## config.mk

```make
export PLATFORM = sky130hd
export DESIGN_NAME = serial_frame_ctrl
export DESIGN_NICKNAME = d
export VERILOG_FILES = /design/src/rtl/serial_frame_pkg.sv /design/src/rtl/start_seq_detector.sv /design/src/rtl/serial_frame_ctrl.sv
export SDC_FILE = /design/constraint.sdc
export NUM_CORES = 1
export LEC_CHECK = 0
export ABC_AREA = 1
export BUFFER_PORTS_ARGS = -buffer_cell sky130_fd_sc_hd__buf_2
export CAP_MARGIN = 20
export CORE_MARGIN = 2
export CORE_UTILIZATION = 30
export CTS_CLUSTER_SIZE = 20
export DETAILED_ROUTE_END_ITERATION = 7
export PLACE_DENSITY = 0.5
export SKIP_CTS_REPAIR_TIMING = 1
export SYNTH_ARGS = -nofsm -noshare
export SYNTH_HDL_FRONTEND = slang
export SYNTH_SLANG_ARGS = --single-unit
```

## constraint.sdc

```tcl
create_clock -name clk -period 1.8 [get_ports clk]
set_input_delay 0.27 -clock clk [delete_from_list [all_inputs] [get_ports clk]]
set_output_delay 0.27 -clock clk [all_outputs]
set_load 0.01 [all_outputs]
```

## src/rtl/serial_frame_pkg.sv

```systemverilog
// Shared state encoding and default framing parameters for serial_frame_ctrl.
// Pure declarations; no logic, no latency, no flow control.
package serial_frame_pkg;

   typedef enum logic [1:0] {
      ST_IDLE    = 2'd0,
      ST_HEADER  = 2'd1,
      ST_PAYLOAD = 2'd2,
      ST_DONE    = 2'd3
   } frame_state_t;

   localparam int         DEF_START_LEN = 4;
   localparam logic [3:0] DEF_START_SEQ = 4'b1101;
   localparam int         DEF_HDR_BITS  = 3;

endpackage

```

## src/rtl/start_seq_detector.sv

```systemverilog
// Sliding-window start pattern matcher; match is combinational with the current bit.
// Zero latency; no backpressure, clr wipes history so no pattern spans frames.
module start_seq_detector #(
   parameter int                   START_LEN = 4,
   parameter logic [START_LEN-1:0] START_SEQ = 4'b1101
) (
   input  logic clk,
   input  logic rst,
   input  logic clr,
   input  logic en,
   input  logic serIn,
   output logic match
);

   localparam int             FW       = $clog2(START_LEN + 1);
   localparam logic [FW-1:0]  FILL_MAX = FW'(START_LEN);
   localparam logic [FW-1:0]  FILL_THR = FW'(START_LEN - 1);

   logic [START_LEN-1:0] r_hist;
   logic [FW-1:0]        r_fill;
   logic [START_LEN-1:0] w_window;

   assign w_window = {r_hist[START_LEN-2:0], serIn};
   assign match    = en && (r_fill >= FILL_THR) && (w_window == START_SEQ);

   always_ff @(posedge clk) begin
      if (rst || clr) begin
         r_hist <= '0;
         r_fill <= '0;
      end else if (en) begin
         r_hist <= w_window;
         if (r_fill != FILL_MAX)
            r_fill <= r_fill + FW'(1);
      end
   end

endmodule

```

## src/rtl/serial_frame_ctrl.sv

```systemverilog
// Framing FSM: start match -> header capture (shen) -> payload count (cen/valid) -> done.
// iz0/serOut combinational, others registered; no backpressure, serIn consumed every cycle.
module serial_frame_ctrl
   import serial_frame_pkg::*;
#(
   parameter int                   START_LEN = DEF_START_LEN,
   parameter logic [START_LEN-1:0] START_SEQ = DEF_START_SEQ,
   parameter int                   HDR_BITS  = DEF_HDR_BITS
) (
   input  logic                clk,
   input  logic                rst,
   input  logic                serIn,
   output logic                iz0,
   output logic                shen,
   output logic                cen,
   output logic                serOut,
   output logic                valid,
   output logic                done,
   output logic                busy,
   output logic [HDR_BITS-1:0] hdr
);

   localparam int            BW       = $clog2(HDR_BITS + 1);
   localparam logic [BW-1:0] LAST_BIT = BW'(HDR_BITS - 1);

   frame_state_t        r_state;
   logic [HDR_BITS-1:0] r_hdr_sh;
   logic [HDR_BITS-1:0] r_hdr;
   logic [HDR_BITS-1:0] r_pcnt;
   logic [BW-1:0]       r_bitcnt;
   logic                r_shen;
   logic                r_cen;
   logic                r_valid;
   logic                r_done;
   logic                r_busy;

   logic                w_match;
   logic                w_idle;
   logic                w_clr;
   logic [HDR_BITS-1:0] w_hdr_next;

   assign w_idle     = (r_state == ST_IDLE);
   assign w_clr      = (r_state == ST_DONE);
   assign w_hdr_next = {r_hdr_sh[HDR_BITS-2:0], serIn};

   start_seq_detector #(
      .START_LEN (START_LEN),
      .START_SEQ (START_SEQ)
   ) u_det (
      .clk   (clk),
      .rst   (rst),
      .clr   (w_clr),
      .en    (w_idle),
      .serIn (serIn),
      .match (w_match)
   );

   always_ff @(posedge clk) begin
      if (rst) begin
         r_state  <= ST_IDLE;
         r_hdr_sh <= '0;
         r_hdr    <= '0;
         r_pcnt   <= '0;
         r_bitcnt <= '0;
         r_shen   <= 1'b0;
         r_cen    <= 1'b0;
         r_valid  <= 1'b0;
         r_done   <= 1'b0;
         r_busy   <= 1'b0;
      end else begin
         case (r_state)
            ST_IDLE: begin
               if (w_match) begin
                  r_state  <= ST_HEADER;
                  r_bitcnt <= '0;
                  r_shen   <= 1'b1;
                  r_busy   <= 1'b1;
               end
            end
            ST_HEADER: begin
               r_hdr_sh <= w_hdr_next;
               if (r_bitcnt == LAST_BIT) begin
                  r_hdr    <= w_hdr_next;
                  r_pcnt   <= w_hdr_next;
                  r_bitcnt <= '0;
                  r_state  <= ST_PAYLOAD;
                  r_shen   <= 1'b0;
                  r_cen    <= 1'b1;
                  r_valid  <= 1'b1;
               end else begin
                  r_bitcnt <= r_bitcnt + BW'(1);
               end
            end
            ST_PAYLOAD: begin
               // Stop at zero rather than decrementing, so pcnt never wraps.
               if (r_pcnt == '0) begin
                  r_state <= ST_DONE;
                  r_cen   <= 1'b0;
                  r_valid <= 1'b0;
                  r_done  <= 1'b1;
               end else begin
                  r_pcnt <= r_pcnt - 1'b1;
               end
            end
            ST_DONE: begin
               r_state <= ST_IDLE;
               r_done  <= 1'b0;
               r_busy  <= 1'b0;
            end
            default: begin
               r_state <= ST_IDLE;
               r_shen  <= 1'b0;
               r_cen   <= 1'b0;
               r_valid <= 1'b0;
               r_done  <= 1'b0;
               r_busy  <= 1'b0;
            end
         endcase
      end
   end

   assign iz0    = w_match;
   assign shen   = r_shen;
   assign cen    = r_cen;
   assign valid  = r_valid;
   assign done   = r_done;
   assign busy   = r_busy;
   assign hdr    = r_hdr;
   assign serOut = r_valid & serIn;

endmodule

```

Word level (Yosys, flattened, before mapping)
Index checks and enable logic that the tools add are counted. W data, S select, Z words.

Flip-flop bits (word level): 22. Input bits: 3. Output and inout bits: 10. Word-level logic and storage cells: 63.

$add $sub $neg: 3. Magnitude comparators: 1. Equal/unequal tests: 10. Mux-type cells: 19. Bitwise logic cells: 1. Reduce and logical (&&, ||, !) cells: 18.

Operators by type and width (count): $reduce_and A3 Y1 (4); $mux W2 (5); $reduce_and A2 Y1 (5); $ne A2 B2 Y1 const B (4); $pmux W1 S2 (4); $pmux W2 S4 (1); $reduce_bool A2 Y1 (4); $eq A2 B2 Y1 const B (3); $mux W3 (2); $pmux W3 S2 (1); $mux W1 (5); $eq A4 B4 Y1 const B (1); $pmux W2 S2 (1); $add A3 B1 Y3 const B (1); $ge A3 B2 Y1 const B (1); $logic_not A3 Y1 (1); $ne A3 B3 Y1 const B (1); $sub A3 B1 Y3 const B (1); $add A2 B1 Y2 const B (1); $eq A2 B1 Y1 const B (1); $logic_and A1 B1 Y1 (2); $logic_not A2 Y1 (1); $and A1 B1 Y1 (1); $logic_or A1 B1 Y1 (1).

Depth between registers and ports, before layout
Depth in word-level cells: 5. Mapped depth: 9. Gate-level depth less buffers: 9.

Cells and area by module
From an unflattened synthesis, not the netlist that was laid out.

Cell total of the unflattened synthesis: 163. Area total of the unflattened synthesis: 1158.6 µm².

By module, submodules not included: serial_frame_ctrl (times used 1, cells each 116, area an instance 833.3 µm², seq. area each 320.3 µm²); start_seq_detector (times used 1, cells each 47, area an instance 325.3 µm², seq. area each 120.1 µm²).

Worst setup path after synthesis
No wires, ideal clock.

Path kind: register to register. From: register r_state[0]. To: register r_bitcnt[0]. Library setup time: 0.116 ns. Arrival: 1.272 ns. Data required time: 1.684 ns. Setup slack: 0.412 ns. Cell stages (with the launch flop): 10. Path buffers: 0. Period minus slack after synthesis: 1.388 ns. Cells stage by stage: dfxtp_1 > inv_1 > ha_1 > nand2_1 > nor2_2 > nand3_2 > o21ai_0 > inv_1 > nor2_1 > nor2_1.

Longest elaborated chain between the ends: 5. Elaborated cells between the ends (all ways): 8. Classes of those cells: 2 x eq/ne; 1 x mux; 5 x reduce/logical.

RTL lines: start: declaration (RTL line serial_frame_ctrl.sv:26) `frame_state_t r_state;`; start signal: assignment (RTL line serial_frame_ctrl.sv:60) `r_state <= ST_IDLE;`; start signal: assignment (RTL line serial_frame_ctrl.sv:74) `r_state <= ST_HEADER;`; start signal: assignment (RTL line serial_frame_ctrl.sv:86) `r_state <= ST_PAYLOAD;`; $logic_not A2 Y1 (RTL line serial_frame_ctrl.sv:42, serial_frame_ctrl.sv:71); $logic_and A1 B1 Y1 (2 in a row) (RTL line start_seq_detector.sv:24) `assign match = en && (r_fill >= FILL_THR) && (w_window == START_SEQ);`; $ne A2 B2 Y1 (no source line); $reduce_and A2 Y1 (no source line); end signal: assignment (RTL line serial_frame_ctrl.sv:91) `r_bitcnt <= r_bitcnt + BW'(1);`; end: declaration (RTL line serial_frame_ctrl.sv:30) `logic [BW-1:0] r_bitcnt;`.

Several ways; a longest one is shown, not always the timed one. A chain may end at the register's enable or synchronous reset.

Final worst setup path
From: register r_state[1]. To: output port iz0.

Longest elaborated chain between the ends: 3.

RTL lines: $logic_not A2 Y1 (RTL line serial_frame_ctrl.sv:42) `assign w_idle = (r_state == ST_IDLE);`; $logic_and A1 B1 Y1 (2 in a row) (RTL line start_seq_detector.sv:24); end: declaration (RTL line serial_frame_ctrl.sv:13) `output logic iz0,`.

Every way passes these cells.

==> flow_summary.ini <==
[synthesis]
synth.yosys.seq_area_share_pct = 40.2
main_combinational_cell_family_by_area_after_synthesis = simple AND/OR/NAND/NOR gates
ys_async_sr_fraction_pct = 0
most_frequently_used_flop_master_after_synthesis = dfxtp_1
synth_area_leaders = dfxtp_1 (40%), ha_1 (11%), nand2_1 (11%)
yosys_warnings = 0
post_synth.cell_area_avg_um2 = 7.40
synthCells = 148
unique_masters_post_synth = 20
syn-cell-area_mm2 = 0.00109
synth_xor_area_share_pct = 0.800
synth_enable_flop_cells = 0
synth_most_common_cell = nand2_1
most_frequent_cells_after_synthesis = nand2_1 (33), inv_1 (24), dfxtp_1 (22)
synth_top_cell_by_area = dfxtp_1
synthMuxAreaShare_pct = 0
yosys.area.top_type_share_pct = 40.2
synth_compound_area_share_pct = 17.8
post_synth_and_or_nand_nor_area_fraction_pct = 20.5
mappedNetlistNets = 161
synth.ff_latch_count = 22
post_synth_fa_ha_maj_area_fraction_pct = 11.4

[setup_path]
worst_r2r_path_depth = 7
timing.critical_path.fanout_max = 4
endpoint_kind = output port
critical_path_class = flop to output port
crit_path_start = r_state[1]$_SDFFE_PP0P_
timing.critical_path.slowest_cell_delay_ns = 0.36
start_kind = flop
timing.rr.end = r_pcnt[1]$_SDFFE_PP0P_
cp_num_buf_inv = 3
worstPathArrival_ns = 1.45
crit_required_ns = 1.53
reg2reg_setup_slack_ns = 0.27
worst_path_dominant_cell_family = flip-flops
crit_slowest_cell = dfxtp_2
crit_path_cell_trace = inv_1 -> ha_2 -> nand2_1 -> nor2_2 -> nand3_2 -> inv_2 -> buf_2
crit-reg2reg-launch = r_state[1]$_SDFFE_PP0P_

[layout]
syn_to_final_growth_pct = 16.8
fill_cells = 374
antenna_cells_inserted = 0
seq_area_um2 = 447
fin_area_mm2 = 0.00128
layout.cells.non_filler = 210
multi_input_comb_area_um2 = 573
num-nets-final = 178
drive_above_1_share_pct = 19.5

[pwr]
irDropWorstVdd_v = 0.000474
p_sw_uw = 357
internal_power_uw = 773
combinationalPowerShare_pct = 22.8
power.sequential.fraction_pct = 53.0
leakagePower_uw = 0.000597
cellPowerDensity_mw_per_mm2 = 884
power.switching_fraction_pct = 31.6
share_of_total_power_in_the_clock_network_pct = 24.2

[clock_tree]
ctsHtreeMaxLevel = 1
numCtsBuffers = 3
cts-root-buf = clkbuf_4
clock_tree_from_tritoncts = yes
clk-insertion-delay-late_ns = 0.31
clkSinkCount = 22
cts.reportedPaths.clkPinSlew_ns = 0.12
cts_buffer_depth = 2

[grt]
grt.overflow.total = 0
grt_util_all_layers_pct = 11.8
pin_count_of_the_biggest_net_entering_global_routing = 13
global_route_wire_length_before_repair_um = 3820
grt_pass1_vias = 879
grt_antenna_before_repair = 0

[min_path]
hold_class = input port to flop
hold-path-endpoint = hdr[0]$_SDFFE_PP0P_
worstHoldPathCells = 3
holdCritStartpoint = serIn

[floorplanning]
core_area_mm2 = 0.00342
dieWidth_um = 64.4
die_area_mm2 = 0.00415
fp.dieH_um = 64.4
initial_core_util_pct = 32.1
placement_row_count = 21
ioPinCount = 13

[placed_design]
dp.cells = 205
preCtsSetupSlack_ns = 0.259
gp_congestion = 0.725
port_buffers = 12
dpl_cell_area_mm2 = 0.00121
place_hpwl_um = 1740

[route]
1st_pass_router_iterations = 4
vias = 943
number_of_remaining_drc_errors = 0
avgViaCountPerCell = 4.49
wire_per_inst_um = 10.7
drt_first_iter_violations = 25
routed_wirelength_um = 2250
route.antenna.remaining_nets = 0

[sta]
setup-tns-final_ns = 0
maxClockFrequency_mhz = 581
timing.final.hold_violations = 0
report.final.slew_viol_count = 0
period_needed_ns = 1.72
timing.hold.ws_ns = 0.255
finalSetupViolCount = 0
layout_worst_path_cycle_share_pct = 95.7
worst-slew-pin-transition_ns = 0.318
slew_headroom_pct = 78.7
final.setup_skew_ns = 0.00443
layout_setup_ws_ns = 0.0782

[status]
run_status = complete, no violations

[flow_run]
maxCapViolations = 0
per-stage QoR:
stage | total power, uW | utilization [%]
floorplan | 777 | -
global placement | 831 | 35.4
detailed placement | 846 | 35.4
CTS | 1130 | 36.4
global route | 1220 | 37.4
finish | 1130 | 37.4
layout make-up:
class                   instances  area share [%]
multi-input cells             100            44.8
clock buffers                   4            2.84
repair buffers                 14            5.87
well taps                      46            4.50
flip-flops and latches         22            34.9
inverters                      24            7.04
power by group through the flow:
stage / Clock [uW] / Combinational [uW] / Sequential [uW]
floorplan: 0 / 195 / 583
global placement: 0 / 241 / 589
detailed placement: 0 / 253 / 593
CTS: 289 / 254 / 583
global route: 303 / 308 / 607
finish: 273 / 258 / 599
worst max path at each step:
stage                                     to  depth (start not counted)
finish                                   iz0                          7
global route                             iz0                          7
CTS                                      iz0                          7
detailed placement  r_bitcnt[1]$_SDFFE_PP0P_                          7
global placement      r_pcnt[2]$_SDFFE_PP0P_                          7
floorplan           r_bitcnt[0]$_SDFFE_PP0P_                          9
worst register-to-register path, stage by stage, from the launching register on:
cell and delay, ns:
dfxtp_2 0.36, inv_1 0.10, ha_1 0.24, inv_1 0.14, nand2_1 0.11, nand3_1 0.17
o21ai_0 0.24, a21oi_1 0.07
routing by layer:
| metal | up-vias | global-route usage [%] | share of wire, % | wire length (um) |
|---|---|---|---|---|
| met4 | 0 | 6.38 | 2.3 | 51 |
| met1 | 429 | 14.0 | 48 | 1080 |
| met2 | 6 | 19.8 | 48 | 1080 |
| met5 | - | 0 | 0 | 0 |
| li1 | 503 | - | - | - |
| met3 | 5 | 2.60 | 1.7 | 39 |
cells in the final DEF (no fill, tap or decap), types with 3 or more instances in the layout:
cell | Yosys | final
a21oi_1 | 16 | 16
buf_2 | 0 | 12
clkbuf_4 | 0 | 3
dfxtp_1 | 22 | 19
ha_1 | 10 | 7
inv_1 | 24 | 22
nand2_1 | 33 | 33
nand3_1 | 4 | 4
nor2_1 | 10 | 9
o21ai_0 | 15 | 15
kinds of logic after synthesis:
group	count (synthesis)
and+or+nand+nor	53
AOI/OAI and AO/OA	36
buffers and inverters	26
DFF	22
adders and majority gates	10
xor gates and xnor gates	1
state kept, by name (all words and copies together), names as in the netlist:
register / cells
busy: 1
u_det.r_hist: 3
hdr: 3
done: 1
r_bitcnt: 2
shen: 1
r_hdr_sh: 2
r_pcnt: 3
valid: 1
u_det.r_fill: 3
r_state: 2
(Power assumes the default switching activity.)
